<file path="config.mk">
export PLATFORM = sky130hd
export DESIGN_NAME = rst_sequencer
export DESIGN_NICKNAME = d
export VERILOG_FILES = /design/src/rtl/rst_seq_pkg.sv /design/src/rtl/rst_step_timer.sv /design/src/rtl/rst_sequencer.sv
export SDC_FILE = /design/constraint.sdc
export NUM_CORES = 1
export LEC_CHECK = 0
export BUFFER_PORTS_ARGS = -buffer_cell sky130_fd_sc_hd__buf_4
export CORE_MARGIN = 3
export CORE_UTILIZATION = 35
export DETAILED_ROUTE_END_ITERATION = 8
export GPL_TIMING_DRIVEN = 1
export PLACE_DENSITY = 0.51
export SLEW_MARGIN = 15
export SYNTH_ARGS = -nofsm -noshare
export SYNTH_HDL_FRONTEND = slang
export SYNTH_HIERARCHICAL = 1
export SYNTH_SLANG_ARGS = --single-unit
</file>
<file path="constraint.sdc">
create_clock -name clk -period 3.77 [get_ports clk]
set_input_delay 0.754 -clock clk [delete_from_list [all_inputs] [get_ports clk]]
set_output_delay 0.754 -clock clk [all_outputs]
set_load 0.05 [all_outputs]
</file>
<file path="src/rtl/rst_seq_pkg.sv">
// Shared types and elaboration helpers for the reset sequencer.
package rst_seq_pkg;

  // Sequencer FSM states; the encoding is visible on the state_dbg port.
  typedef enum logic [1:0] {
    ST_IDLE    = 2'd0,
    ST_HOLD    = 2'd1,
    ST_RELEASE = 2'd2,
    ST_DONE    = 2'd3
  } seq_state_t;

  // Ceiling log2 for positive values up to 2**30; used to size counters.
  function automatic int clog2_ceil(input int value);
    int r;
    r = 0;
    for (int i = 0; i < 31; i++) begin
      if ((1 << i) < value) r = i + 1;
    end
    return r;
  endfunction

  // Larger of two integers.
  function automatic int max_int(input int a, input int b);
    return (a > b) ? a : b;
  endfunction

endpackage

</file>
<file path="src/rtl/rst_step_timer.sv">
// Cycle timer for the hold and step intervals: load clears, enable counts,
// expire flags the cycle on which the count equals the programmed last value.
// The owner reloads on expire, so the count never passes `last` and never wraps.
module rst_step_timer #(
  parameter int W = 4
) (
  input  logic         clk,
  input  logic         rst,
  input  logic         load,
  input  logic         en,
  input  logic [W-1:0] last,
  output logic         expire
);

  logic [W-1:0] cnt;

  assign expire = en && (cnt == last);

  // Count up while enabled; load (or reset) returns the count to zero.
  always_ff @(posedge clk) begin
    if (rst || load) begin
      cnt <= '0;
    end else if (en) begin
      cnt <= cnt + W'(1);
    end
  end

endmodule

</file>
<file path="src/rtl/rst_sequencer.sv">
// Power-on reset sequencer: after lock is seen, waits HOLD_US and then
// releases the active-low domain resets one by one, STEP_US apart.
// Losing lock, a soft reset request or rst aborts to IDLE with every
// domain held in reset again. No handshakes: all inputs are levels.
module rst_sequencer
  import rst_seq_pkg::*;
#(
  parameter int  CLK_FRE = 50,
  parameter int  NUM_CH  = 4,
  parameter int  HOLD_US = 50000,
  parameter int  STEP_US = 100,
  localparam int SW      = clog2_ceil(NUM_CH + 1)
) (
  input  logic              clk,
  input  logic              rst,
  input  logic              lock,
  input  logic              soft_rst,
  output logic [NUM_CH-1:0] rstn_out,
  output logic              seq_done,
  output logic [SW-1:0]     stage,
  output logic [1:0]        state_dbg
);

  localparam int HOLD_CYC = CLK_FRE * HOLD_US;
  localparam int STEP_CYC = CLK_FRE * STEP_US;
  localparam int CW       = clog2_ceil(max_int(HOLD_CYC, STEP_CYC) + 1);

  localparam logic [CW-1:0] HOLD_LAST = CW'(HOLD_CYC - 1);
  localparam logic [CW-1:0] STEP_LAST = CW'(STEP_CYC - 1);

  if (HOLD_CYC < 1 || STEP_CYC < 1) begin : g_bad_timing
    $error("rst_sequencer: CLK_FRE*HOLD_US and CLK_FRE*STEP_US must both be at least 1");
  end
  if (NUM_CH < 1 || NUM_CH > 32) begin : g_bad_num_ch
    $error("rst_sequencer: NUM_CH must be in 1..32");
  end

  seq_state_t        state;
  logic              abort;
  logic              tmr_load;
  logic              tmr_en;
  logic              tmr_expire;
  logic [CW-1:0]     tmr_last;
  logic              last_ch;
  logic [NUM_CH-1:0] next_bit;

  // Any of these sends the block back to IDLE on the edge that samples it.
  assign abort    = rst | ~lock | soft_rst;
  assign tmr_en   = (state == ST_HOLD) || (state == ST_RELEASE);
  // Keep the timer at zero while idle and restart it after every release.
  assign tmr_load = abort | (state == ST_IDLE) | tmr_expire;
  assign tmr_last = (state == ST_HOLD) ? HOLD_LAST : STEP_LAST;
  assign last_ch  = (stage == SW'(NUM_CH - 1));
  // Channels release in index order, so the next bit to set is the stage count.
  assign next_bit = NUM_CH'(1) << stage;

  assign state_dbg = state;

  rst_step_timer #(
    .W (CW)
  ) u_timer (
    .clk    (clk),
    .rst    (rst),
    .load   (tmr_load),
    .en     (tmr_en),
    .last   (tmr_last),
    .expire (tmr_expire)
  );

  // Sequencer FSM with registered reset outputs; abort beats every state.
  always_ff @(posedge clk) begin
    if (abort) begin
      state    <= ST_IDLE;
      rstn_out <= '0;
      stage    <= '0;
      seq_done <= 1'b0;
    end else begin
      case (state)
        ST_IDLE: begin
          state <= ST_HOLD;
        end
        ST_HOLD: begin
          if (tmr_expire) begin
            rstn_out <= rstn_out | next_bit;
            stage    <= SW'(1);
            if (NUM_CH == 1) begin
              state    <= ST_DONE;
              seq_done <= 1'b1;
            end else begin
              state <= ST_RELEASE;
            end
          end
        end
        ST_RELEASE: begin
          if (tmr_expire) begin
            rstn_out <= rstn_out | next_bit;
            stage    <= stage + SW'(1);
            if (last_ch) begin
              state    <= ST_DONE;
              seq_done <= 1'b1;
            end
          end
        end
        ST_DONE: begin
          state <= ST_DONE;
        end
        default: begin
          state <= ST_IDLE;
        end
      endcase
    end
  end

endmodule
</file>
* Word level (Yosys, flattened, before mapping)
Index checks and enable logic that the tools add are counted. W data, S select, Z words.
Operators by class: reductions and logical operators 10, add/subtract/negate cells 2, shift-type cells 1, multiplexer cells 8, $lt $le $gt $ge 0, multipliers 0, eq/ne operators 8, div/mod/pow operators 0, bitwise gates (word level) 6
Operator list (number):
- $add A22 B1 Y22 const B | 1
- $eq A22 B22 Y1 | 1
- $mux W22 | 1
- $reduce_and A3 Y1 | 3
- $pmux W2 S4 | 1
- $mux W2 | 3
- $mux W3 | 2
- $ne A2 B2 Y1 const B | 3
- $pmux W3 S2 | 1
- $eq A2 B2 Y1 const B | 2
- $or A1 B1 Y1 | 4
- $or A4 B4 Y4 | 1
- $shl A1 B3 Y4 const A | 1
- $add A3 B1 Y3 const B | 1
- $eq A3 B2 Y1 const B | 1
- $eq A2 B1 Y1 const B | 1
- $logic_not A2 Y1 | 1
- $logic_or A1 B1 Y1 | 2
- $reduce_and A2 Y1 | 1
- $reduce_bool A2 Y1 | 1
- $reduce_or A2 Y1 | 1
- $logic_and A1 B1 Y1 | 1
- $not A1 Y1 | 1
Storage, ports and cells: memories kept 0, RAM bits 0, bits in latches 0, register bits 32, ROM bits 0, input port bits 4

* Longest topological paths before layout
depth in word-level cells 6, mapped depth 12

* Modules after synthesis
Netlist, hierarchy kept.
Modules (own cells, without submodules):
- rst_step_timer | times used 1, cells each 152, seq. area each 440.4 um^2, area each 1261.2 um^2
- rst_sequencer | times used 1, cells each 59, seq. area each 200.2 um^2, area each 539.3 um^2

* Worst setup path after synthesis
OpenSTA, ideal clock, no wires.
path kind register to register, start point reg state[1] (netlist: state_dbg[1]), end point reg u_timer.cnt[11], clock period less this slack 2.824 ns, path slack 0.946 ns, data arrival time 2.753 ns, setup time 0.070 ns, path buffers 2, required time 3.700 ns, cell stages (with the launch flop) 13, cells stage by stage dfxtp_1 -> inv_1 -> ha_1 -> inv_1 -> xor2_1 -> nor4_1 -> nand4_1 -> nor3_1 -> buf_2 -> or3_1 -> or2_2 -> clkbuf_1 -> a21oi_1
Between the ends: longest elaborated chain between the ends 6, elaborated cells between the ends (all ways) 10, classes of those cells eq/ne: 3; mux: 1; bitwise: 2; reduce/logical: 4
Ends and longest elaborated chain:
- start: declaration | line rst_sequencer.sv:38 | seq_state_t state;
- start signal: assignment | line rst_sequencer.sv:73 | state <= ST_IDLE;
- start signal: assignment | line rst_sequencer.sv:80 | state <= ST_HOLD;
- start signal: assignment | line rst_sequencer.sv:87 | state <= ST_DONE;
- $eq A2 B1 Y1 | line rst_sequencer.sv:52 | assign tmr_last = (state == ST_HOLD) ? HOLD_LAST : STEP_LAST;
- $mux W22 | line rst_sequencer.sv:52
- via tmr_last[10] | line rst_sequencer.sv:43 | logic [CW-1:0] tmr_last;
- $eq A22 B22 Y1 | line rst_step_timer.sv:17 | assign expire = en && (cnt == last);
- $logic_and A1 B1 Y1 | line rst_step_timer.sv:17
- via tmr_expire | line rst_sequencer.sv:42 | logic tmr_expire;
- $or A1 B1 Y1 | line rst_sequencer.sv:51 | assign tmr_load = abort | (state == ST_IDLE) | tmr_expire;
- via tmr_load | line rst_sequencer.sv:40 | logic tmr_load;
- $logic_or A1 B1 Y1 | line rst_step_timer.sv:21 | if (rst || load) begin
- end signal: assignment | line rst_step_timer.sv:24 | cnt <= cnt + W'(1);
- end: declaration | line rst_step_timer.sv:15 | logic [W-1:0] cnt;
The timed path passes the listed nets, and every way through them passes these cells. A chain may end at the register's enable or synchronous reset.

* Final worst setup path
start point reg state[1] (netlist: state_dbg[1]), end point reg u_timer.cnt[19]
The elaborated chain is that of the path after synthesis.

==> flow_summary.yaml <==
sta:
  rsz0062_at_grt: "false"
  skew_ns: 0.002755
  finalCritPeriodShare_pct: 72.26
  slew_violations: 0
  clock.fmax_mhz: 367.1
  holdWs_ns: 0.4787
  timing.final.ws_setup_ns: 1.046
  tns_ns: 0
  setup_violations: 0
  hold_viol_final: 0
  period_minus_slack_ns: 2.724
clock_tree:
  ctsResizeCount: 0
  clock_path_buffers: 2
  cts_buffers: 5
  clk_pin_slew_ns: 0.07
  cts_setup_buffers: 0
  insertion_delay_ns: 0.28
  cts_root_buf: "clkbuf_8"
  clock_sink_count: 32
  hold_buffers: 0
  tritoncts: "built"
  htreeDepth: 2
placed_design:
  post-dp-hpwl_mm: 2.658
  place_ws_ns: 1.024
  gp_congestion: 0.7535
  io_buffers: 13
  dp.cells: 293
floorplan:
  die_area_um2: 6041
  num_io_pins: 14
  die_w_um: 77.73
  core_area_um2: 4848
  start_util_pct: 37.14
  rows: 25
  die_h_um: 77.73
detailed_routing:
  dr.pass1.iters: 4
  vias: 1437
  antenna_left: 0
  via_per_inst: 4.774
  drt_iter0_drc: 71
  drc: 0
  wl_per_cell_um: 11.84
  routed_wl_mm: 3.563
setup_path:
  cp_max_fo: 21
  cp.required_ns: 3.98
  critPathCaptureType: "flip-flop"
  startpoint_type: "flip-flop"
  path_class: "flip-flop to flip-flop"
  critPathArrivalTime_ns: 2.93
global_route:
  grt.total_usage_pct: 13.16
  grt_pass1_wl_mm: 6.334
  grt_max_degree: 22
  grt.overflow.total: 0
  grt_pass1_vias: 1361
  antenna_found_initial: 0
synth:
  yosysWarnings: 6
  yosysUniqueCellTypes: 37
  ys_ff_latch: 32
  yosysSeqAreaShare_pct: 35.58
  ys_top_cells_by_area: "dfxtp_1 36%, xor2_1 9.7%, ha_1 7.6%"
  syn_inst: 211
  synth.avg_cell_area_um2: 8.533
  syn_area_um2: 1800
  yosys.area.top_type_share_pct: 35.58
  synth_top_area_cell: "dfxtp_1"
pwr:
  p_per_area_nw_per_um2: 346.3
  ir_drop_mv: 0.1763
  p_leak_nw: 0.7626
cells_and_area:
  final_nets: 248
  fin_cells: 301
  drive_above_1_share_pct: 11.54
  n_antenna_cell: 0
  mostFrequentLayoutCells: "32 x dfxtp_1, 24 x nor2_1, 20 x xor2_1"
  area_growth_pct: 17.03
  layout_commonest_cell: "dfxtp_1"
outcome:
  status: "finished, final reports clean"
worst_hold_path:
  hp-class: "flip-flop to flip-flop"
job:
  drv_cap: 0
==> worst max-delay path, stage by stage (launching register included) <==
cell,delay (ns)
dfxtp_1,0.33
inv_1,0.13
ha_1,0.45
inv_1,0.18
xor2_1,0.16
nor4_1,0.06
nand4_1,0.09
nor3_1,0.05
buf_4,0.15
or3_1,0.37
or2_2,0.49
a21oi_1,0.19
==> final timing paths <==
kind                            depth (start not counted)                       from  slack [ns]                      endpoint
worst max-delay path                                   11  state_dbg[1]$_SDFFE_PP0P_        1.05  u_timer/cnt[19]$_SDFFE_PP0P_
worst min-delay path                                    2   rstn_out[2]$_SDFFE_PP0P_        0.48      rstn_out[2]$_SDFFE_PP0P_
worst max register to register                         11  state_dbg[1]$_SDFFE_PP0P_        1.05  u_timer/cnt[19]$_SDFFE_PP0P_
worst min register to register                          2   rstn_out[2]$_SDFFE_PP0P_        0.48      rstn_out[2]$_SDFFE_PP0P_
==> synth_stat cells <==
master / count
a211oi_1: 1
a21oi_1: 13
a2bb2oi_1: 1
a31oi_1: 2
a32oi_1: 1
and2_1: 1
and3_1: 1
and3b_1: 1
and4_1: 3
buf_2: 4
buf_6: 1
clkbuf_1: 5
conb_1: 2
dfxtp_1: 32
ha_1: 11
inv_1: 7
mux2_2: 2
mux2i_1: 1
nand2_1: 11
nand3_1: 10
nand4_1: 7
nand4_2: 1
nor2_1: 24
nor3_1: 5
nor4_1: 3
o21ai_0: 7
o2bb2ai_1: 1
o311ai_0: 1
o31ai_1: 3
o41ai_1: 1
or2_1: 1
or2_2: 1
or3_1: 9
or3b_4: 1
or4_1: 4
xnor2_1: 12
xor2_1: 20
==> final cells by class <==
class | count | area (um^2)
clock buffers | 7 | 96.34
flip-flops and latches | 32 | 640.6
multi-input cells | 173 | 1125
well taps | 67 | 83.83
repair buffers | 14 | 105.1
fillers | 500 | 2741
inverters | 7 | 26.28
clock inverters | 1 | 30.03
==> metal layers <==
layer  wire length (um)  GRT usage, %  vias to the layer above  part of all wire, %
met5                  0             0                        -                    0
met4                 65         5.338                        0                  1.8
met3                134         3.596                        5                  3.8
met2               1540         18.92                       21                   43
met1               1823         18.40                      646                   51
li1                   -             -                      765                    -
==> flip-flops by register name (all words and copies together), names as in the netlist <==
| register | count |
|---|---|
| stage | 3 |
| seq_done | 1 |
| state_dbg | 2 |
| u_timer/cnt | 22 |
| rstn_out | 4 |
==> cells by family after synthesis <==
| logic type | Yosys count | share of synthesized area, % |
|---|---|---|
| DFF | 32 | 35.58 |
| buffers and inverters | 17 | 4.239 |
| xor gates and xnor gates | 32 | 15.57 |
| adders and majority gates | 11 | 7.644 |
| muxes | 3 | 1.807 |
| AOI/OAI and AO/OA | 31 | 10.35 |
| and+or+nand+nor | 83 | 24.39 |
| other | 2 | 0.4171 |
==> power by group <==
part / internal [mW] / leakage, nW / switching [mW]
logic: 0.0129 / 0.440 / 0.0180
registers: 0.339 / 0.258 / 0.000662
clock network: 0.233 / 0.0645 / 0.126
==> per-stage QoR <==
| stage | area [um^2] | power [mW] | utilization (%) |
|---|---|---|---|
| final | 2107 | 0.7297 | 43.46 |
| after global routing | 2107 | 0.7620 | 43.46 |
| after CTS | 2107 | 0.7409 | 43.46 |
| after detailed placement | 1981 | 0.3781 | 40.85 |
| after global placement | 1981 | 0.3789 | 40.85 |
| after floorplan | 1842 | 0.3714 | - |
(Power assumes the default switching activity.)
